File: config.mk
export PLATFORM = sky130hd
export DESIGN_NAME = hazard_ctrl_seq
export DESIGN_NICKNAME = d
export VERILOG_FILES = /design/src/rtl/hazard_ctrl_seq.sv
export SDC_FILE = /design/constraint.sdc
export NUM_CORES = 1
export LEC_CHECK = 0
export ABC_AREA = 1
export CAP_MARGIN = 10
export CORE_MARGIN = 8
export CORE_UTILIZATION = 30
export DETAILED_ROUTE_END_ITERATION = 7
export SLEW_MARGIN = 15
export SYNTH_ARGS = -nofsm -noshare
export SYNTH_HDL_FRONTEND = slang
export SYNTH_SLANG_ARGS = --single-unit
File: constraint.sdc
create_clock -name clk -period 2.25 [get_ports clk]
set_input_delay 0.225 -clock clk [delete_from_list [all_inputs] [get_ports clk]]
set_output_delay 0.225 -clock clk [all_outputs]
set_load 0.005 [all_outputs]
File: src/rtl/hazard_ctrl_seq.sv
`default_nettype none
// ============================================================================
// Module  : hazard_ctrl_seq
// Brief   : EX>MEM>WB operand forwarding, load-use stall FSM, memory freeze
//           and saturating stall/forward performance counters.
// Revision: 1.0
// ============================================================================
module hazard_ctrl_seq #(
  parameter int DATA_W   = 16,
  parameter int RADDR_W  = 4,
  parameter int LOAD_LAT = 1,
  parameter int CNT_W    = 16
) (
  input  logic               clk,
  input  logic               rst_n,
  input  logic               mem_busy,
  input  logic               flush,
  input  logic               perf_clr,
  input  logic [RADDR_W-1:0] fd_rs,
  input  logic [RADDR_W-1:0] fd_rt,
  input  logic               fd_rs_used,
  input  logic               fd_rt_used,
  input  logic [RADDR_W-1:0] dx_rd,
  input  logic [RADDR_W-1:0] xm_rd,
  input  logic [RADDR_W-1:0] mw_rd,
  input  logic               dx_wr,
  input  logic               xm_wr,
  input  logic               mw_wr,
  input  logic               dx_ld,
  input  logic               xm_ld,
  input  logic [DATA_W-1:0]  ex_result,
  input  logic [DATA_W-1:0]  mem_result,
  input  logic [DATA_W-1:0]  wb_result,
  output logic [DATA_W-1:0]  corr_rs,
  output logic [DATA_W-1:0]  corr_rt,
  output logic               fwd_rs,
  output logic               fwd_rt,
  output logic               stl,
  output logic               freeze,
  output logic               busy,
  output logic [CNT_W-1:0]   stall_cnt,
  output logic [CNT_W-1:0]   fwd_cnt
);

  localparam bit MEM_LD_OK = (LOAD_LAT == 1);
  localparam bit LAT2      = (LOAD_LAT == 2);
  localparam int LAT_W     = 2;

  typedef enum logic [0:0] {
    RUN      = 1'b0,
    LU_STALL = 1'b1
  } state_t;

  state_t                   state_q, state_d;
  logic [LAT_W-1:0]         lat_cnt_q, lat_cnt_d;
  logic [CNT_W-1:0]         stall_cnt_q, stall_cnt_d;
  logic [CNT_W-1:0]         fwd_cnt_q, fwd_cnt_d;

  logic [1:0][RADDR_W-1:0]  src;
  logic [1:0]               live;
  logic [1:0]               hit;
  logic [1:0]               ld_hz;
  logic [1:0][DATA_W-1:0]   val;
  logic                     lu_hz;
  logic                     stl_raw;

  assign src  = {fd_rt, fd_rs};
  assign live = {fd_rt_used && (fd_rt != '0), fd_rs_used && (fd_rs != '0)};

  // The youngest matching stage decides; a matching load that cannot forward
  // yet hides older stages so stale data is never selected.
  always_comb begin
    hit   = '0;
    val   = '0;
    ld_hz = '0;
    for (int i = 0; i < 2; i++) begin
      if (live[i]) begin
        if (dx_wr && (dx_rd == src[i])) begin
          if (!dx_ld) begin
            hit[i] = 1'b1;
            val[i] = ex_result;
          end
        end else if (xm_wr && (xm_rd == src[i])) begin
          if (!xm_ld || MEM_LD_OK) begin
            hit[i] = 1'b1;
            val[i] = mem_result;
          end
        end else if (mw_wr && (mw_rd == src[i])) begin
          hit[i] = 1'b1;
          val[i] = wb_result;
        end
        ld_hz[i] = (dx_ld && dx_wr && (dx_rd == src[i])) ||
                   (LAT2 && xm_ld && xm_wr && (xm_rd == src[i]));
      end
    end
  end

  assign lu_hz = |ld_hz;

  always_comb begin
    state_d   = state_q;
    lat_cnt_d = lat_cnt_q;
    stl_raw   = 1'b0;
    case (state_q)
      RUN: begin
        // Flush squashes the dependent instruction; ignored while frozen.
        stl_raw = lu_hz && (mem_busy || !flush);
        if (!mem_busy && lu_hz && !flush && LAT2) begin
          state_d   = LU_STALL;
          lat_cnt_d = LAT_W'(LOAD_LAT - 1);
        end
      end
      LU_STALL: begin
        stl_raw = 1'b1;
        if (!mem_busy) begin
          if (flush) begin
            state_d   = RUN;
            lat_cnt_d = '0;
          end else if (lat_cnt_q == LAT_W'(1)) begin
            state_d   = RUN;
            lat_cnt_d = '0;
          end else begin
            lat_cnt_d = lat_cnt_q - LAT_W'(1);
          end
        end
      end
      default: begin
        state_d   = RUN;
        lat_cnt_d = '0;
      end
    endcase
  end

  always_comb begin
    stall_cnt_d = stall_cnt_q;
    fwd_cnt_d   = fwd_cnt_q;
    if (!mem_busy) begin
      if (perf_clr) begin
        stall_cnt_d = '0;
        fwd_cnt_d   = '0;
      end else begin
        if (stl_raw && !(&stall_cnt_q)) begin
          stall_cnt_d = stall_cnt_q + CNT_W'(1);
        end
        if (!stl_raw && (|hit) && !(&fwd_cnt_q)) begin
          fwd_cnt_d = fwd_cnt_q + CNT_W'(1);
        end
      end
    end
  end

  always_ff @(posedge clk or negedge rst_n) begin
    if (!rst_n) begin
      state_q     <= RUN;
      lat_cnt_q   <= '0;
      stall_cnt_q <= '0;
      fwd_cnt_q   <= '0;
    end else begin
      state_q     <= state_d;
      lat_cnt_q   <= lat_cnt_d;
      stall_cnt_q <= stall_cnt_d;
      fwd_cnt_q   <= fwd_cnt_d;
    end
  end

  assign corr_rs   = rst_n ? val[0] : '0;
  assign corr_rt   = rst_n ? val[1] : '0;
  assign fwd_rs    = rst_n && hit[0];
  assign fwd_rt    = rst_n && hit[1];
  assign stl       = rst_n && stl_raw;
  assign freeze    = rst_n && mem_busy;
  assign busy      = (state_q == LU_STALL);
  assign stall_cnt = stall_cnt_q;
  assign fwd_cnt   = fwd_cnt_q;

endmodule
`default_nettype wire

; Yosys cells after proc, flatten, opt, wreduce, memory -nomap -nowiden
; Cells that the tools add are included.
[classes]
bitwise = 2
addsub = 3
reduce_logical = 35
n_eq_ne = 7
n_mux = 33
[op_table]
columns = cell, n
row1 = $mux W16, 15
row2 = $add A16 B1 Y16 const B, 2
row3 = $reduce_and A16 Y1, 2
row4 = $eq A4 B4 Y1, 6
row5 = $logic_and A1 B1 Y1, 19
row6 = $mux W1, 15
row7 = $reduce_bool A4 Y1, 2
row8 = $reduce_and A2 Y1, 3
row9 = $logic_not A1 Y1, 4
row10 = $mux W2, 2
row11 = $reduce_bool A2 Y1, 2
row12 = $reduce_or A2 Y1, 2
row13 = $eq A2 B1 Y1 const B, 1
row14 = $not A1 Y1, 2
row15 = $pmux W1 S2, 1
row16 = $sub A2 B1 Y2 const B, 1
row17 = $logic_or A1 B1 Y1, 1
[word_totals]
wordCells = 84
output_inout_bits = 69
inputBits = 80
register_bits = 35

; Logic depth before layout (Yosys ltp)
; Gate-level depths: netlist (run 1).
[depth]
word_depth = 11
mapped_depth = 15
ltp_nobuf = 14

; Worst setup path after synthesis (run 1)
; OpenSTA, ideal clock, no wires.
[synth_path]
kind = flip-flop to flip-flop
from = reg stall_cnt_q[0] (netlist: stall_cnt[0])
to = reg stall_cnt_q[6] (netlist: stall_cnt[6])
path_buffers = 1
period_less_slack_ns = 1.930
required_ns = 2.133
setup_ns = 0.117
arrival_time_ns = 1.814
path_stages_with_launch = 14
path_slack_ns = 0.320
path_cell_list = dfrtp_1 -> ha_1 -> nand3_2 -> nor2_2 -> nand2_1 -> nor2_2 -> nand3_2 -> nor2_2 -> nand4_1 -> o21ai_2 -> nand2_4 -> buf_2 -> nand3_1 -> nand2_1
[synth_via]
elab_chain_len = 5
word_cells_on_any_way = 8
cone_classes = 1 x add/sub / 2 x mux / 5 x reduce/logical
[synth_rtl]
columns = item, line_no
row1 = start: declaration, 56  ; logic [CNT_W-1:0] stall_cnt_q, stall_cnt_d;
row2 = start signal: assignment, 161  ; stall_cnt_q <= stall_cnt_d;
row3 = "parallel branches: the longest is 5 deep, another holds $add A16 B1 Y16", --
; Parallel ways; which one is timed is not known. The select of a mux whose other input is x is not followed.
; A chain may end at the register's enable or synchronous reset.

; Worst setup path in the final report (run 1)
[layout_path]
from = in fd_rt[1]
to = out corr_rt[3]
[layout_via]
elab_chain_len = 7
word_cells_on_any_way = 13
cone_classes = 3 x eq/ne / 5 x mux / 5 x reduce/logical
[layout_rtl]
columns = item, line_no
row1 = start: declaration, 20  ; input logic [RADDR_W-1:0] fd_rt,
row2 = $eq A4 B4 Y1, 88  ; end else if (mw_wr && (mw_rd == src[i])) begin
row3 = $logic_and A1 B1 Y1, 88
row4 = $mux W16, 88
row5 = $mux W16, 83  ; end else if (xm_wr && (xm_rd == src[i])) begin
row6 = $mux W16, 78  ; if (dx_wr && (dx_rd == src[i])) begin
row7 = $mux W16 (*), 77  ; if (live[i]) begin
row8 = $mux W16 (*), 167  ; assign corr_rt = rst_n ? val[1] : '0;
row9 = end: declaration, 35  ; output logic [DATA_W-1:0] corr_rt,
; Every way passes the cells marked *; elsewhere a longest branch is shown, timed or not.

==> results of run 1 <==
[cell type report]
type	instances	area (um^2)	share of cell area (%)
clock buffer	5	125	2.08
clock inverter	3	67.6	1.12
inverter	71	269	4.48
multi-input combinational	492	2540	42.4
sequential	35	876	14.6
tap	168	210	3.50
timing repair buffer	205	1920	31.9
[registers in the layout, indices dropped and copies added (netlist names)]
name and flops:
fwd_cnt 16, stall_cnt 16, busy 1, lat_cnt_q 2
[cells by family (layout without fill, tap and decap cells)]
logic type / Yosys count / count (layout)
and+or+nand+nor: 367 / 367
AOI/OAI and AO/OA: 109 / 109
buffers and inverters: 97 / 284
DFF: 35 / 35
xor gates and xnor gates: 13 / 13
adders and majority gates: 3 / 3
[synthesized netlist by cell type, types with 2 or more instances]
cell type and instances:
nand2_1 193, nor2_1 78, inv_1 64, nand3_1 47, dfrtp_1 35, a21oi_1 28
o21ai_0 24, clkbuf_1 21, a31oi_1 17, o2111ai_1 16, o21a_1 16, nor3_1 12
nand4_1 10, nand3_2 8, xnor2_1 8, inv_2 5, nor3b_1 5, xor2_1 5
nand2_4 4, nor2_2 4, a211oi_1 3, ha_1 3, buf_2 2, buf_6 2
clkinv_1 2, nor4_1 2
[placed cells by master, fill, tap and decap left out, types with 3 or more instances in the layout]
cell type / Yosys / routed
a211oi_1: 3 / 3
a21oi_1: 28 / 26
a31oi_1: 17 / 17
buf_12: 0 / 6
buf_4: 1 / 45
buf_6: 2 / 7
clkbuf_16: 0 / 5
clkbuf_2: 0 / 13
clkdlybuf4s15_1: 0 / 8
clkdlybuf4s50_1: 0 / 94
dfrtp_1: 35 / 35
dlygate4sd2_1: 0 / 24
dlymetal6s2s_1: 0 / 4
ha_1: 3 / 3
inv_1: 64 / 61
inv_2: 5 / 7
nand2_1: 193 / 193
nand2_4: 4 / 4
nand3_1: 47 / 43
nand3_2: 8 / 9
nand3_4: 0 / 3
nand4_1: 10 / 10
nor2_1: 78 / 74
nor2_2: 4 / 7
nor3_1: 12 / 12
nor3b_1: 5 / 5
o2111ai_1: 16 / 15
o21a_1: 16 / 16
o21ai_0: 24 / 24
xnor2_1: 8 / 8
xor2_1: 5 / 4
[what timing repair did]
item,4_1_cts,5_1_grt
endpoints found under the setup margin,51,43
cloned,1,0
hold endpoints to repair,0,0
buffers inserted,2,0
pin swaps,4,5
resized for setup,75,49
[per-stage QoR]
stage          total power (uW)  hold slack (ns)
2_1_floorplan              1010          -0.0706
3_3_place_gp               1420            0.504
3_5_place_dp               1430            0.519
4_1_cts                    2350            0.270
5_1_grt                    2470            0.316
6_report                   2340            0.288
[power by group through the flow]
stage | logic, uW | registers [uW] | clock network, uW
after floorplan | 302 | 711 | 0
after global placement | 710 | 709 | 0
after detailed placement | 719 | 712 | 0
after CTS | 723 | 701 | 924
after global routing | 803 | 705 | 958
final | 727 | 701 | 910
[routing by layer]
layer | share of wire [%] | routed length (um) | vias up | track usage (%)
li1 | - | - | 2438 | -
met1 | 41 | 6030 | 2219 | 19.2
met2 | 48 | 7030 | 157 | 31.2
met3 | 8.2 | 1210 | 28 | 5.91
met4 | 2.7 | 399 | 0 | 6.02
met5 | 0 | 0 | - | 0
[worst max-delay path: cells and delay by family]
kind / cells / cell delay [ns]
buffers and inverters: 5 / 0.98
and+or+nand+nor: 4 / 0.49
AOI/OAI and AO/OA: 3 / 0.25
[path summary, 6_finish.rpt]
check,end,startpoint,slack (ns),cells past startpoint
max,corr_rt[3],fd_rt[1],0.08,12
min reg2reg,lat_cnt_q[0],lat_cnt_q[0],0.53,1
min,stall_cnt[2],rst_n,0.29,2
max reg2reg,stall_cnt[7],stall_cnt[0],0.19,13
max in group asynchronous,fwd_cnt[13],rst_n,1.77,2
min in group clk,lat_cnt_q[0],lat_cnt_q[0],0.53,1
==> results.py, run 1 <==
metrics = {
    "run_status": {
        "outcome": "complete, no violations",
    },
    "yosys": {
        "ys.flop_type": "dfrtp_1",
        "ys_seq_elements": 35,
        "synth_nets": 707,
        "synth-simple-area-share_pct": 43.3,
        "synth_mux_area_share_pct": 0,
        "synth_top_area_share_pct": 23.6,
        "synth_fa_ha_area_share_pct": 1.01,
        "synth_top_family_by_area": "simple AND/OR/NAND/NOR gates",
        "netlist_instances": 624,
        "yosys_warnings": 0,
        "synthTopCellsByArea": "dfrtp_1 (24%), nand2_1 (20%), nor2_1 (7.9%)",
        "synth_edf_count": 0,
        "synth_area_per_cell_um2": 5.95,
        "yosys.area.top_type": "dfrtp_1",
        "synth_compound_area_share_pct": 18.6,
        "synth_area_um2": 3710,
        "synthXorXnorAreaFrac_pct": 3.07,
        "synthArstFlopShare_pct": 100,
        "yosysSeqAreaShare_pct": 23.6,
        "synth.distinct_cells": 36,
    },
    "setup_path": {
        "slowest_stage": "clkdlybuf4s15_1",
        "cp_slowest_stage_delay_ns": 0.27,
        "crit_arrival_ns": 1.94,
        "startpoint_type": "primary input",
        "end_kind": "primary output",
        "worst-setup-path-type": "primary input to primary output",
        "cp_max_fo": 6,
        "critical_path_required_ns": 2.03,
        "crit_chain": "clkdlybuf4s15_1, nand2_1, nand2_1, nor2_2, nand3_2, buf_6, buf_4, buf_4, o21a_1, o21ai_0, a21oi_1, dlygate4sd2_1",
    },
    "clock_network": {
        "cts_hold_buf": 0,
        "cts.sinks": 35,
        "cts_buffers": 5,
        "cts_tree": "built",
        "h-tree-depth": 2,
        "cts_root_buf": "clkbuf_16",
        "insertion_delay_ns": 0.28,
        "clk_pin_slew_worst_paths_ns": 0.06,
        "cts.path.max_buffers": 2,
    },
    "routing": {
        "firstDrtPassIters": 5,
        "ant_nets": 0,
        "vias_per_cell": 4.95,
        "wl_mm": 14.7,
        "drc": 0,
        "wire_per_inst_um": 15.0,
        "drt_iter0_drc": 255,
        "route.vias.total": 4842,
    },
    "sta": {
        "setup_slack_ns": 0.0834,
        "skew_ns": 0.00876,
        "fin_crit_ns": 2.17,
        "drv_slew": 0,
        "fmax_ghz": 0.462,
        "rsz0062_at_grt": "yes",
        "finalSetupViolations": 0,
        "tightest_slew_ns": 0.507,
        "hold_viol_final": 0,
        "period_share_pct": 96.3,
        "tns_ns": 0,
        "timing.slew.headroom_pct": 65.9,
    },
    "power": {
        "peakVddDrop_mv": 0.258,
        "pwr-share-clk_pct": 38.9,
        "pwr-share-comb_pct": 31.1,
        "cellLeakagePower_uw": 0.00288,
        "switching_share_pct": 28.6,
        "p_sw_uw": 668,
        "p_per_area_nw_per_um2": 389,
        "power_frac_seq_pct": 30.0,
        "p_int_uw": 1670,
    },
    "floorplanning": {
        "pin_count": 149,
        "die_height_um": 127,
        "initial_core_util_pct": 30.8,
        "chipWidth_um": 127,
        "dieArea_um2": 16200,
        "num_rows": 40,
        "core_area_um2": 12100,
    },
    "grt": {
        "grt_usage_pct": 17.6,
        "grt_pass1_vias": 4967,
        "grt_max_degree": 36,
        "grt.overflow.total": 0,
        "antenna_found_initial": 0,
        "grt_pass1_wl_mm": 23.8,
    },
    "placed_design": {
        "gp_congestion": 0.898,
        "io_buffer_count": 147,
        "dp_hpwl_mm": 11.6,
        "dp_cells": 968,
        "place_ws_ns": -0.457,
        "dpl-instance-area_um2": 5760,
    },
    "finish": {
        "final_core_util_pct": 49.8,
        "nNetsFinal": 893,
        "fillers": 1184,
        "syn2layout_area_growth_pct": 61.7,
        "final_area_um2": 6010,
        "final_cells": 979,
        "diodes": 0,
        "layout-drive-gt1-share_pct": 15.3,
    },
    "hold_path": {
        "hold_path_class": "primary input to async pin",
    },
    "run": {
        "maxCapViolCount": 0,
    },
}
Note: power is estimated with default switching activity, not from simulation.
==> run 2: changes to the inputs <==
SKIP_LAST_GASP = 1   (was not set)
==> run 2 against run 1 <==
Net effect:
- sequential share of layout area about the same
- routed wire length is essentially flat
- worst setup slack got worse by 0.0074 ns
- clock skew decreased by 0.0012 ns
- non-clock buffer count unchanged
- count of clock-buffer cells in the layout is the same
- register-to-register slack about the same
- via count increased by 0.31%
- total power fell by 0.10%
- final area decreased by 0.29%
- maximum frequency shrank 0.34%
- critical endpoint is now corr_rt[4]
- largest cell class unchanged
- highest routed layer unchanged
==> results.py, run 2 (same netlist as run 1, synthesis figures left out) <==
metrics = {
    "run_status": {
        "outcome": "complete, no violations",
    },
    "finish": {
        "fillers": 1189,
        "layout-drive-gt1-share_pct": 14.9,
        "final_cell_mix": "nand2_1 (193), clkdlybuf4s50_1 (94), nor2_1 (75), inv_1 (61), buf_4 (45)",
        "final_area_um2": 5990,
        "nNetsFinal": 893,
        "layout_commonest_cell": "nand2_1",
        "diodes": 0,
        "syn2layout_area_growth_pct": 61.3,
        "final_core_util_pct": 49.7,
    },
    "run": {
        "maxCapViolCount": 0,
    },
    "floorplanning": {
        "die_height_um": 127,
        "pin_count": 149,
        "dieArea_um2": 16200,
        "num_rows": 40,
        "chipWidth_um": 127,
        "core_area_um2": 12100,
        "initial_core_util_pct": 30.8,
    },
    "routing": {
        "ant_nets": 0,
        "drt_iter0_drc": 310,
        "wire_per_inst_um": 15.0,
        "wl_mm": 14.7,
        "route.vias.total": 4857,
        "drc": 0,
        "vias_per_cell": 4.96,
        "firstDrtPassIters": 5,
    },
    "power": {
        "cellLeakagePower_uw": 0.00290,
        "pwr-share-comb_pct": 31.0,
        "switching_share_pct": 28.5,
        "power_frac_seq_pct": 30.0,
        "pwr-share-clk_pct": 39.0,
        "p_per_area_nw_per_um2": 390,
        "p_int_uw": 1670,
        "p_sw_uw": 666,
        "peakVddDrop_mv": 0.258,
    },
    "clock_network": {
        "h-tree-depth": 2,
        "clk_pin_slew_worst_paths_ns": 0.06,
        "insertion_delay_ns": 0.28,
        "cts_root_buf": "clkbuf_16",
        "cts_tree": "built",
        "cts_buffers": 5,
        "cts.sinks": 35,
        "cts.path.max_buffers": 2,
    },
    "placed_design": {
        "dpl-instance-area_um2": 5760,
        "dp_hpwl_mm": 11.6,
        "io_buffer_count": 147,
        "gp_congestion": 0.898,
        "place_ws_ns": -0.457,
    },
    "setup_path": {
        "end_kind": "primary output",
        "startpoint_type": "primary input",
        "critical_path_required_ns": 2.03,
        "cp_max_fo": 6,
        "crit_arrival_ns": 1.95,
        "worst-setup-path-type": "primary input to primary output",
    },
    "grt": {
        "grt.overflow.total": 0,
        "grt_pass1_vias": 4975,
        "grt_pass1_wl_mm": 23.8,
        "grt_usage_pct": 17.6,
        "antenna_found_initial": 0,
        "grt_max_degree": 36,
    },
    "sta": {
        "skew_ns": 0.00753,
        "fmax_ghz": 0.460,
        "drv_slew": 0,
        "setup_slack_ns": 0.0761,
        "rsz0062_at_grt": "yes",
        "period_share_pct": 96.6,
        "timing.slew.headroom_pct": 65.8,
        "hold_viol_final": 0,
        "finalSetupViolations": 0,
        "tightest_slew_ns": 0.508,
        "fin_crit_ns": 2.17,
    },
    "hold_path": {
        "hold_path_class": "primary input to async pin",
    },
}
==> run 2: layout make-up <==
class / count / area, um^2 / area share (%)
Tap cell: 168 / 210 / 3.51
Timing Repair Buffer: 205 / 1920 / 32.0
Multi-Input combinational cell: 492 / 2530 / 42.2
Inverter: 71 / 269 / 4.49
Sequential cell: 35 / 876 / 14.6
Clock inverter: 3 / 67.6 / 1.13
Clock buffer: 5 / 125 / 2.09
==> run 2: repair_timing <==
| item | 4_1_cts | 5_1_grt |
|---|---|---|
| gates cloned | 1 | 0 |
| gates resized for setup | 73 | 44 |
| buffers inserted | 2 | 0 |
| hold buffers | 0 | 0 |
| pin swaps | 4 | 6 |
| endpoints found under the setup margin | 51 | 41 |
==> run 2: stage by stage <==
stage | setup TNS [ns] | hold slack [ns] | instances | power (uW)
after floorplan | 0 | -0.0706 | 624 | 1010
after global routing | -0.175 | 0.316 | 979 | 2460
final | 0 | 0.290 | 979 | 2340
after detailed placement | -21.51 | 0.519 | 968 | 1430
after global placement | -20.16 | 0.504 | 968 | 1420
after CTS | -0.0277 | 0.270 | 979 | 2350
==> run 2: critical path, stage by stage <==
cell             delay [ns]
clkdlybuf4s50_1        0.51
inv_1                  0.08
nand2_1                0.06
nand2_1                0.04
nor2_1                 0.13
nand3_2                0.11
nand3_2                0.12
nand3_4                0.11
buf_6                  0.18
a21oi_1                0.13
dlygate4sd2_1          0.26
==> run 2: power by group through the flow <==
stage          clock network, uW  logic [uW]  registers [uW]
6_report                     910         724             702
3_5_place_dp                   0         719             712
4_1_cts                      924         724             701
3_3_place_gp                   0         710             709
5_1_grt                      958         800             705
2_1_floorplan                  0         302             711
==> run 2: final timing paths <==
kind / start / to / slack, ns / cells past startpoint
worst min-delay path: rst_n / stall_cnt[2] / 0.29 / 2
worst max register to register: stall_cnt[0] / stall_cnt[7] / 0.20 / 13
max in group asynchronous: rst_n / fwd_cnt[13] / 1.77 / 2
min in group clk: lat_cnt_q[0] / lat_cnt_q[0] / 0.53 / 1
worst min register to register: lat_cnt_q[0] / lat_cnt_q[0] / 0.53 / 1
worst max-delay path: mw_rd[3] / corr_rt[4] / 0.08 / 11
==> run 2: layer usage <==
metal	up-vias	GRT usage (%)	routed length (um)	part of all wire [%]
li1	2436	-	-	-
met1	2235	19.2	6030	41
met2	156	31.3	7020	48
met3	30	5.95	1180	8.1
met4	0	6.02	427	2.9
met5	-	0	0	0
